File: config.mk
export PLATFORM = sky130hd
export DESIGN_NAME = product_accumulator
export DESIGN_NICKNAME = d
export VERILOG_FILES = /design/src/rtl/product_accumulator.sv
export SDC_FILE = /design/constraint.sdc
export NUM_CORES = 1
export LEC_CHECK = 0
export ABC_AREA = 1
export CELL_PAD_IN_SITES_DETAIL_PLACEMENT = 1
export CELL_PAD_IN_SITES_GLOBAL_PLACEMENT = 1
export CORE_ASPECT_RATIO = 0.9
export CORE_UTILIZATION = 35
export DETAILED_ROUTE_END_ITERATION = 7
export GPL_ROUTABILITY_DRIVEN = 0
export PLACE_DENSITY_LB_ADDON = 0.1
export RECOVER_POWER = 100
export REMOVE_ABC_BUFFERS = 1
export SLEW_MARGIN = 20
export SYNTH_ARGS = -nofsm -noshare
export SYNTH_HDL_FRONTEND = slang
export SYNTH_SLANG_ARGS = --single-unit
File: constraint.sdc
create_clock -name clk -period 6.8 [get_ports clk]
set_input_delay 1.02 -clock clk [delete_from_list [all_inputs] [get_ports clk]]
set_output_delay 1.02 -clock clk [all_outputs]
set_load 0.005 [all_outputs]
File: src/rtl/product_accumulator.sv
// Saturating frame accumulator for the MAC datapath: sums a stream of unsigned
// products and presents the per-frame sum, beat count and overflow flag.
module product_accumulator #(
  parameter int PROD_W = 32,
  parameter int ACC_W  = 40,
  parameter int CNT_W  = 16
) (
  input  logic              clk,
  input  logic              rst,
  input  logic              clr,
  input  logic              in_valid,
  output logic              in_ready,
  input  logic [PROD_W-1:0] in_product,
  input  logic              in_last,
  output logic              out_valid,
  input  logic              out_ready,
  output logic [ACC_W-1:0]  out_acc,
  output logic [CNT_W-1:0]  out_count,
  output logic              out_ovf
);

  typedef enum logic {ACCUM = 1'b0, DONE = 1'b1} state_t;

  localparam logic [ACC_W-1:0] ACC_MAX = '1;
  localparam logic [CNT_W-1:0] CNT_MAX = '1;

  state_t             state_q, state_d;
  logic [ACC_W-1:0]   acc_q, acc_d;
  logic [CNT_W-1:0]   cnt_q, cnt_d;
  logic               ovf_q, ovf_d;
  logic [ACC_W-1:0]   out_acc_q, out_acc_d;
  logic [CNT_W-1:0]   out_count_q, out_count_d;
  logic               out_ovf_q, out_ovf_d;

  logic               accept;
  logic [ACC_W-1:0]   base_acc;
  logic [CNT_W-1:0]   base_cnt;
  logic               base_ovf;
  logic [ACC_W:0]     sum;
  logic               carry;
  logic [ACC_W-1:0]   sat_sum;
  logic [CNT_W-1:0]   cnt_inc;
  logic               ovf_new;

  assign in_ready  = (state_q == ACCUM) & ~rst;
  assign out_valid = (state_q == DONE);
  assign out_acc   = out_acc_q;
  assign out_count = out_count_q;
  assign out_ovf   = out_ovf_q;

  assign accept = in_valid & in_ready;

  // A clr coinciding with a beat restarts the frame from that beat.
  assign base_acc = clr ? '0 : acc_q;
  assign base_cnt = clr ? '0 : cnt_q;
  assign base_ovf = clr ? 1'b0 : ovf_q;

  assign sum     = {1'b0, base_acc} + {{(ACC_W + 1 - PROD_W){1'b0}}, in_product};
  assign carry   = sum[ACC_W];
  assign sat_sum = carry ? ACC_MAX : sum[ACC_W-1:0];
  assign cnt_inc = (base_cnt == CNT_MAX) ? base_cnt : base_cnt + 1'b1;
  assign ovf_new = base_ovf | carry;

  always_ff @(posedge clk or posedge rst) begin
    if (rst) begin
      state_q     <= ACCUM;
      acc_q       <= '0;
      cnt_q       <= '0;
      ovf_q       <= 1'b0;
      out_acc_q   <= '0;
      out_count_q <= '0;
      out_ovf_q   <= 1'b0;
    end else begin
      state_q     <= state_d;
      acc_q       <= acc_d;
      cnt_q       <= cnt_d;
      ovf_q       <= ovf_d;
      out_acc_q   <= out_acc_d;
      out_count_q <= out_count_d;
      out_ovf_q   <= out_ovf_d;
    end
  end

  always_comb begin
    state_d     = state_q;
    acc_d       = acc_q;
    cnt_d       = cnt_q;
    ovf_d       = ovf_q;
    out_acc_d   = out_acc_q;
    out_count_d = out_count_q;
    out_ovf_d   = out_ovf_q;
    case (state_q)
      ACCUM: begin
        if (accept) begin
          if (in_last) begin
            out_acc_d   = sat_sum;
            out_count_d = cnt_inc;
            out_ovf_d   = ovf_new;
            acc_d       = '0;
            cnt_d       = '0;
            ovf_d       = 1'b0;
            state_d     = DONE;
          end else begin
            acc_d = sat_sum;
            cnt_d = cnt_inc;
            ovf_d = ovf_new;
          end
        end else if (clr) begin
          acc_d = '0;
          cnt_d = '0;
          ovf_d = 1'b0;
        end
      end
      DONE: begin
        // clr is deliberately ignored here so a finished result is never dropped.
        if (out_ready) begin
          state_d = ACCUM;
        end
      end
      default: state_d = ACCUM;
    endcase
  end

endmodule
==> reports/summary.md, run 1 <==
### CTS
- number of buffers between clock root and the deepest sink: 2
- number of H-tree levels: 4
- total number of clock tree sinks: 115
- Post-CTS Setup Repair Bufs: 0
- total clock buffers created by CTS: 17
- number of buffers added to fix hold violations after cts: 0
- clock-pin slew on the worst setup and hold paths: 60 ps
- later-pin clock latency in the skew report: 430 ps
- clock tree from TritonCTS: built
- root buffer cell: clkbuf_16
- Gates resized, CTS repair: 0

### Pwr
- Net Sw Power: 912 µW
- leakage power: 0.00574 µW
- peak ir drop on the vdd network: 0.000123 V
- internal power: 1710 µW
- net switching fraction of the power: 34.8%
- power per cell area: 250 nW/µm²
- register share of total power: 33.3%
- relative contribution of combinational cells to total power: 29.2%
- relative contribution of the clock network to total power: 37.5%

### Setup path
- reg2reg end: cnt_q[14]$_DFFE_PP0N_
- critical path data required time: 7140 ps
- Setup crit end kind: register
- Critical R2R Launch: out_valid$_DFF_PP0_
- startpoint types: register
- r2r worst-path depth: 8
- critical path type: register to register
- setup slack of the worst register-to-register path: 1910 ps
- arrival time of data at the critical path endpoint: 5230 ps
- crit-path max FO: 59

### Yosys
- Synth async-reset ratio: 100%
- number of storage elements in the synthesis netlist: 115
- post-synthesis cell type count: 32
- synthesized instance count: 1,376
- Synth Flop Type: dfrtp_1
- Synth Cell Area: 8660 µm²
- share of the yosys chip area belonging to registers: 33.2%
- mean instance size in the synthesized netlist: 6.30 µm²
- total number of yosys warnings: 0
- Post-synth EDFFs: 0

### Timing
- count of final setup violators: 0
- summed negative setup slack over all endpoints: 0 ps
- number of max-slew violations in the final report: 201
- Hold Fails Final Rpt: 0
- RSZ-0062 raised after global routing: false
- clock skew after layout: 13.0 ps
- min Tclk post-route: 4890 ps
- max frequency: 205 MHz
- ratio of final minimum period to clock period: 71.9%
- Max-Slew Margin vs Limit: -128%
- Worst Tran Pin Value: 3410 ps

### Global route
- All-Layer GR Usage: 24.4%
- global-route wire length before repair: 48.4 mm
- pin count of the biggest net entering global routing: 72
- initial antenna violation count: 0
- aggregate global routing overflow: 0
- number of global-route vias before repair: 8,973

### Cells and area
- count of nets after finishing: 1,527
- fraction of final layout cells sized beyond drive strength 1: 5.11%
- final std cells w/o fill: 1,776
- highest-count cells in the layout ignoring fill and taps: nand2_1 (520), inv_1 (208), nor2_1 (153)
- most common cell after layout, fill and taps aside: nand2_1
- # fillers: 3,234
- Synth-to-Final Area Change: 20.8%
- diode count: 0

### Routing
- Post-Route WL: 29.5 mm
- first-pass detailed-route iteration total: 4
- vias after detailed routing: 8,798
- Post-DRT Antenna Nets: 0
- number of DRC violations after detailed-routing iteration 0: 410
- routed wire length per instance: 16.6 µm
- number of remaining DRC errors: 0
- Avg Vias per Cell: 4.95

### Floorplan
- Starting Density: 35.7%
- placeable core area: 24,300 µm²
- Die Wd: 168 µm
- die span in y: 151 µm
- die area: 25,400 µm²
- number of placed I/O pins: 97
- cell row count: 54

### Status
- outcome: finished, violations left
- violations in the final reports: capacitance limit, slew limit

### Hold path
- Endpoint, Worst Hold: out_acc[8]$_DFFE_PP0P_
- min-delay src: out_acc[8]$_DFFE_PP0P_
- class of the most critical hold timing path: register to register
- Hold Crit Depth: 2

### Placed design
- cell total after placement: 1,744
- half-perimeter wire length after detailed placement: 21.4 mm
- count of input and output buffers: 96

### Flow run
- Maximum Capacitance Violations: 4

-- metrics by stage --
step	cell area [µm²]	util (%)	setup WS [ps]	total power, µW	hold WS (ps)
detailed placement	9880	40.7	2160	1690	464
floorplan	8460	-	2220	1340	472
global placement	9880	40.7	2210	1670	462
CTS	10500	43.3	2610	2680	481
finish	10500	43.1	1910	2620	469
global route	10500	43.1	1480	2790	488
-- sequential cells by signal, summed over array words and instances, names as in the netlist --
register,cells
out_count,16
ovf_q,1
out_ovf,1
acc_q,40
out_acc,40
out_valid,1
cnt_q,16
-- power groups by stage --
stage	sequential [µW]	combinational (µW)	clock (µW)
floorplan	893	447	0
global placement	888	782	0
detailed placement	889	799	0
CTS	878	805	1000
global route	889	872	1030
finish	873	765	982
-- worst max-delay path, stage by stage (launching register included) --
cell      delay [ps]
dfrtp_2          390
clkbuf_1         730
nor2_1           340
nand2_1           80
buf_4            340
nor2_1           180
clkbuf_1        2230
nand3_1          230
a22oi_1          240
-- layer usage --
| layer | GRT usage [%] | vias to the layer above | wire, µm |
|---|---|---|---|
| met3 | 2.77 | 28 | 893 |
| met4 | 6.70 | 0 | 412 |
| met2 | 39.0 | 144 | 13300 |
| met1 | 34.7 | 4219 | 14900 |
| met5 | 0 | - | 0 |
| li1 | - | 4407 | - |
-- cell type report --
class	count	area (µm²)	area share [%]
Clock buffer	17	425	4.07
Clock inverter	15	196	1.88
Inverter	214	805	7.69
Multi-Input combinational cell	1002	4760	45.5
Sequential cell	115	2880	27.5
Tap cell	308	385	3.68
Timing Repair Buffer	105	1010	9.68
-- cell usage after synthesis (11+ instances only) --
master,n,area (µm²)
nand3_1,71,355
nor3_1,13,65.1
nor2_1,153,574
nand2_1,519,1950
nand4_1,11,68.8
xor2_1,26,228
a22oi_2,16,200
inv_1,209,785
o21ai_0,66,330
dfrtp_1,115,2880
a21oi_1,52,260
a22oi_1,14,105
ha_1,33,413
clkbuf_1,30,113
-- cell families (layout without fill, tap and decap cells) --
group	Yosys count	in the layout	share of synthesized area, %
AOI/OAI and AO/OA	152	152	10.7
xor gates and xnor gates	31	31	3.13
adders and majority gates	34	34	5.00
buffers and inverters	259	351	11.6
DFF	115	115	33.2
and+or+nand+nor	785	785	36.4
-- worst max path at each step --
stage | from | to | slack (ps)
finish | out_valid$_DFF_PP0_ | cnt_q[14]$_DFFE_PP0N_ | 1910
global route | clr | acc_q[27]$_DFFE_PP0N_ | 1480
CTS | clr | acc_q[26]$_DFFE_PP0N_ | 2610
detailed placement | clr | acc_q[26]$_DFFE_PP0N_ | 2160
global placement | clr | acc_q[34]$_DFFE_PP0N_ | 2210
floorplan | out_valid$_DFF_PP0_ | out_acc[32]$_DFFE_PP0P_ | 2220
(Power assumes the default switching activity.)
==> run 2: changes to the inputs <==
==> constraint.sdc (replaced) <==
create_clock -name clk -period 4.25 [get_ports clk]
set_input_delay 0.6375 -clock clk [delete_from_list [all_inputs] [get_ports clk]]
set_output_delay 0.6375 -clock clk [all_outputs]
set_load 0.005 [all_outputs]
==> run 2 against run 1 <==
The flow still finishes with violations (capacitance limit, slew limit); worst setup slack got worse by 1100 ps; die area unchanged; routed wire length is 0.11% lower; via count hardly changed; non-clock buffer count grew 3; register-to-register slack got worse by 500 ps; final cell count increased by 0.17%; largest power group unchanged; highest routed layer unchanged.
==> reports/summary.md, run 2 (synthesis gave the netlist of run 1 again) <==
### Global route
- pin count of the biggest net entering global routing: 69, -4.2%
- number of global-route vias before repair: 8,949, -0.27%
- global-route wire length before repair: 48.0 mm, -0.73%
- initial antenna violation count: 0, unchanged
- All-Layer GR Usage: 24.3%, -0.080 points
- aggregate global routing overflow: 0, unchanged

### Pwr
- Net Sw Power: 1430 µW, +57%
- peak ir drop on the vdd network: 0.000183 V, +48%
- net switching fraction of the power: 33.3%, -1.4 points
- relative contribution of the clock network to total power: 38.6%, +1.1 points
- relative contribution of combinational cells to total power: 28.7%, -0.5 points
- power per cell area: 408 nW/µm², +63%
- register share of total power: 32.7%, -0.6 points
- leakage power: 0.00578 µW, +0.63%
- internal power: 2860 µW, +67%

### CTS
- Post-CTS Setup Repair Bufs: 0, unchanged
- number of buffers added to fix hold violations after cts: 0, unchanged
- root buffer cell: clkbuf_16
- later-pin clock latency in the skew report: 430 ps, about the same
- total number of clock tree sinks: 115, unchanged
- clock tree from TritonCTS: built
- total clock buffers created by CTS: 17, unchanged
- Gates resized, CTS repair: 0, unchanged
- number of H-tree levels: 4, unchanged
- number of buffers between clock root and the deepest sink: 2, unchanged
- clock-pin slew on the worst setup and hold paths: 60 ps, about the same

### Hold path
- class of the most critical hold timing path: register to register
- min-delay src: out_acc[14]$_DFFE_PP0P_
- Hold Crit Depth: 2, unchanged
- Endpoint, Worst Hold: out_acc[14]$_DFFE_PP0P_

### Status
- violations in the final reports: capacitance limit, slew limit
- outcome: finished, violations left

### Setup path
- startpoint types: input port
- arrival time of data at the critical path endpoint: 3790 ps, -1440 ps
- Setup crit end kind: register
- critical path data required time: 4600 ps, -2540 ps
- critical path type: input port to register
- Critical R2R Launch: acc_q[0]$_DFFE_PP0N_
- crit-path max FO: 19, -68%
- reg2reg end: out_acc[29]$_DFFE_PP0P_
- r2r worst-path depth: 17, +9
- setup slack of the worst register-to-register path: 1410 ps, -500 ps

### Cells and area
- fraction of final layout cells sized beyond drive strength 1: 4.83%, -0.28 points
- highest-count cells in the layout ignoring fill and taps: nand2_1 (522), inv_1 (209), nor2_1 (154)
- final std cells w/o fill: 1,779, +0.17%
- count of nets after finishing: 1,530, +0.20%
- diode count: 0, unchanged
- most common cell after layout, fill and taps aside: nand2_1
- Synth-to-Final Area Change: 21.4%

### Placed design
- cell total after placement: 1,747, +0.17%
- count of input and output buffers: 96, unchanged
- half-perimeter wire length after detailed placement: 21.8 mm, +1.6%

### Floorplan
- placeable core area: 24,300 µm², unchanged
- Die Wd: 168 µm, unchanged
- number of placed I/O pins: 97, unchanged
- die span in y: 151 µm, unchanged
- Starting Density: 35.7%, unchanged
- die area: 25,400 µm², unchanged
- cell row count: 54, unchanged

### Timing
- count of final setup violators: 0, unchanged
- Worst Tran Pin Value: 2330 ps, -1080 ps
- Hold Fails Final Rpt: 0, unchanged
- clock skew after layout: 14.1 ps, +1.11 ps
- min Tclk post-route: 3440 ps
- RSZ-0062 raised after global routing: false
- Max-Slew Margin vs Limit: -56.2%, +72 points
- number of max-slew violations in the final report: 48, -76%
- max frequency: 291 MHz
- summed negative setup slack over all endpoints: 0 ps, unchanged
- ratio of final minimum period to clock period: 81.0%

### Routing
- vias after detailed routing: 8,799, +0.011%
- Avg Vias per Cell: 4.95, -0.16%
- number of remaining DRC errors: 0, unchanged
- first-pass detailed-route iteration total: 4, unchanged
- routed wire length per instance: 16.6 µm, -0.27%
- Post-Route WL: 29.5 mm, -0.11%
- number of DRC violations after detailed-routing iteration 0: 570, +39%
- Post-DRT Antenna Nets: 0, unchanged

### Flow run
- Maximum Capacitance Violations: 1, -3

==> run 2: cell types whose count changed in the layout (fill, tap and decap cells not counted), sizes merged <==
cell / change
bufinv: +2
inv: -5
clkinvlp: -2
buf: +3
clkbuf: +1
clkinv: +4
==> run 2: layout make-up <==
type,count,area [µm²]
Timing Repair Buffer,108,1050
Clock inverter,14,224
Tap cell,308,385
Clock buffer,18,439
Fill cell,3237,13700
Inverter,214,806
Multi-Input combinational cell,1002,4740
Sequential cell,115,2880
==> run 2: critical path: stages <==
cell and delay [ps]:
buf_2 380, buf_4 340, clkbuf_1 620, nor2_1 240
ha_1 320, nand4_1 220, nor2_1 110, inv_1 380
o21ai_0 230, inv_1 90, nand2_1 50, a21oi_1 140
==> run 2: stage by stage <==
step	hold WS, ps	area (µm²)	total power [µW]	utilization (%)	setup WS (ps)
2_1_floorplan	472	8460	2140	-	-332
3_3_place_gp	461	9920	2680	40.9	750
3_5_place_dp	465	9920	2710	40.9	724
4_1_cts	480	10600	4390	43.6	1170
5_1_grt	497	10500	4560	43.4	582
6_report	470	10500	4290	43.4	809
==> run 2: worst max path at each step <==
stage | startpoint | to | cells past startpoint
after floorplan | out_valid$_DFF_PP0_ | out_acc[32]$_DFFE_PP0P_ | 7
after global placement | clr | acc_q[29]$_DFFE_PP0N_ | 15
after detailed placement | clr | acc_q[29]$_DFFE_PP0N_ | 17
after CTS | clr | acc_q[29]$_DFFE_PP0N_ | 17
after global routing | clr | cnt_q[1]$_DFFE_PP0N_ | 12
final | clr | cnt_q[1]$_DFFE_PP0N_ | 12
==> run 2: metal layers <==
| metal | track usage [%] | wire length (µm) | up-vias | share of wire [%] |
|---|---|---|---|---|
| met5 | 0 | 0 | - | 0 |
| met4 | 7.11 | 492 | 0 | 1.7 |
| met3 | 3.00 | 750 | 30 | 2.5 |
| met2 | 38.5 | 13000 | 142 | 44 |
| met1 | 34.6 | 15200 | 4210 | 52 |
| li1 | - | - | 4417 | - |
==> run 2: power groups by stage <==
stage	Sequential, µW	Combinational [µW]	Clock (µW)
floorplan	1430	715	0
global placement	1420	1260	0
detailed placement	1430	1280	0
CTS	1410	1300	1690
global route	1430	1390	1730
finish	1400	1230	1650
==> run 3: changes to the inputs <==
==> constraint.sdc (replaced) <==
create_clock -name clk -period 3.3 [get_ports clk]
set_input_delay 0.495 -clock clk [delete_from_list [all_inputs] [get_ports clk]]
set_output_delay 0.495 -clock clk [all_outputs]
set_load 0.005 [all_outputs]
==> run 3 against run 2 <==
The flow still finishes with violations (capacitance limit, slew limit); combinational power is 29% higher; non-clock buffer count is 6 higher; sequential power is 29% higher; worst setup slack worse by 420 ps; power is 24% higher; count of clock-buffer cells in the layout stayed put; register-to-register slack worse by 1000 ps; flip-flop and latch count stayed put; clock power is 16% higher; largest cell class unchanged.
==> reports/summary.md, run 3 (synthesis gave the netlist of run 1 again) <==
### CTS
- later-pin clock latency in the skew report: 440 ps, about the same
- number of buffers added to fix hold violations after cts: 0, unchanged
- Post-CTS Setup Repair Bufs: 0, unchanged
- clock tree from TritonCTS: built
- total clock buffers created by CTS: 17, unchanged
- root buffer cell: clkbuf_16
- total number of clock tree sinks: 115, unchanged
- number of buffers between clock root and the deepest sink: 2, unchanged
- clock-pin slew on the worst setup and hold paths: 60 ps, about the same
- Gates resized, CTS repair: 0, unchanged
- number of H-tree levels: 4, unchanged

### Setup path
- Setup crit end kind: register
- Top cell by count, worst path: nand2_1
- slowest CP cell: fa_1
- Critical path buffers and inverters: 2, -3
- list of cells traversed by the critical path: inv_1 -> nor2_1 -> ha_1 -> fa_1 -> nand3_1 -> nand3_1 -> nand2_1 -> nand2_2 -> nand2_1 -> nand2_1 -> nand3_1 -> nand2_1 -> nand2_2 -> buf_12 -> nand3_1 -> nand2_1 -> nand2_1
- crit-path max FO: 26, +7
- critical path data required time: 3620 ps, -980 ps
- Critical R2R Launch: acc_q[0]$_DFFE_PP0N_
- critical path type: register to register
- arrival time of data at the critical path endpoint: 3240 ps, -550 ps
- biggest cell delay along the critical path: 440 ps, -180 ps
- cell family with most CP delay: simple AND/OR/NAND/NOR gates
- Crit. Startpoint: acc_q[0]$_DFFE_PP0N_
- startpoint types: register

### Global route
- aggregate global routing overflow: 0, unchanged
- number of global-route vias before repair: 8,868, -0.91%
- pin count of the biggest net entering global routing: 116, +68%
- initial antenna violation count: 0, unchanged
- All-Layer GR Usage: 24.3%, about the same
- global-route wire length before repair: 47.7 mm, -0.60%

### Hold path
- min-delay src: out_acc[12]$_DFFE_PP0P_
- class of the most critical hold timing path: register to register

### Cells and area
- final std cells w/o fill: 1,785, +0.34%
- Synth-to-Final Area Change: 21.4%, about the same
- fraction of final layout cells sized beyond drive strength 1: 5.08%, +0.25 points
- most common cell after layout, fill and taps aside: nand2_1
- highest-count cells in the layout ignoring fill and taps: nand2_1 (524), inv_1 (209), nor2_1 (154)
- count of nets after finishing: 1,536, +0.39%
- diode count: 0, unchanged

### Timing
- min Tclk post-route: 2920 ps
- Max-Slew Margin vs Limit: -10.3%, +46 points
- number of max-slew violations in the final report: 116, +140%
- max frequency: 343 MHz
- RSZ-0062 raised after global routing: false
- ratio of final minimum period to clock period: 88.4%
- Hold Fails Final Rpt: 0, unchanged
- count of final setup violators: 0, unchanged
- Worst Tran Pin Value: 1650 ps, -676 ps
- clock skew after layout: 11.7 ps, -2.43 ps

### Routing
- Avg Vias per Cell: 4.90, -0.99%
- Post-DRT Antenna Nets: 0, unchanged
- Post-Route WL: 29.3 mm, -0.69%
- number of DRC violations after detailed-routing iteration 0: 443, -22%
- routed wire length per instance: 16.4 µm, -1.0%
- vias after detailed routing: 8,741, -0.66%
- first-pass detailed-route iteration total: 5, +1
- number of remaining DRC errors: 0, unchanged

### Floorplan
- die span in y: 151 µm, unchanged
- Die Wd: 168 µm, unchanged
- Starting Density: 35.7%, unchanged
- cell row count: 54, unchanged
- die area: 25,400 µm², unchanged
- number of placed I/O pins: 97, unchanged
- placeable core area: 24,300 µm², unchanged

### Pwr
- power per cell area: 504 nW/µm², +24%
- leakage power: 0.00578 µW, about the same
- peak ir drop on the vdd network: 0.000288 V, +57%
- post-layout total power: 5300 µW, +24%

### Flow run
- Maximum Capacitance Violations: 1, unchanged

### Placed design
- half-perimeter wire length after detailed placement: 21.7 mm, about the same
- count of input and output buffers: 96, unchanged
- cell total after placement: 1,753, +0.34%

### Status
- outcome: finished, violations left
- violations in the final reports: capacitance limit, slew limit

-- run 3: report_power, final --
part	switching (µW)	total (µW)	leakage, µW	internal [µW]
combinational	939	1590	0.00400	648
clock	774	1910	0.000283	1140
sequential	133	1800	0.00150	1670
total	1850	5300	0.00578	3460
-- run 3: area by class of cell --
class | count | area, µm²
fill | 3224 | 13700
clock inverter | 14 | 154
inverter | 214 | 805
multi-input combinational | 1002 | 4730
clock buffer | 18 | 439
timing repair buffer | 114 | 1130
sequential | 115 | 2880
tap | 308 | 385
-- run 3: layer usage --
layer	global-route usage, %	vias to the layer above	wire length (µm)
met1	34.8	4161	15100
li1	-	4425	-
met2	38.5	133	12900
met5	0	-	0
met4	6.51	0	373
met3	2.87	22	801
-- run 3: stage by stage --
step | instance area (µm²) | setup slack, ps | utilization (%) | TNS, ps | hold WS, ps
2_1_floorplan | 8460 | -1280 | - | -158890 | 472
3_3_place_gp | 10000 | 176 | 41.3 | 0 | 461
3_5_place_dp | 10000 | 113 | 41.3 | 0 | 465
5_1_grt | 10500 | 164 | 43.4 | 0 | 492
4_1_cts | 10600 | 551 | 43.7 | 0 | 481
6_report | 10500 | 384 | 43.4 | 0 | 467
-- run 3: worst paths after layout --
check                                           endpoint  cells after the start  slack, ps
worst max-delay path             out_acc[29]$_DFFE_PP0P_                     17        380
worst min-delay path             out_acc[12]$_DFFE_PP0P_                      2        470
worst max register to register   out_acc[29]$_DFFE_PP0P_                     17        380
worst min register to register   out_acc[12]$_DFFE_PP0P_                      2        470
max in group asynchronous            out_valid$_DFF_PP0_                      3       1000
min in group asynchronous       out_count[2]$_DFFE_PP0P_                      3       1150
-- run 3: worst register-to-register path: stages (launching register included) --
cell	delay, ps
dfrtp_1	360
inv_1	70
nor2_1	60
ha_1	250
fa_1	440
nand3_1	110
nand3_1	180
nand2_1	130
nand2_2	70
nand2_1	70
nand2_1	140
nand3_1	140
nand2_1	110
nand2_2	120
buf_12	210
nand3_1	190
nand2_1	110
nand2_1	50
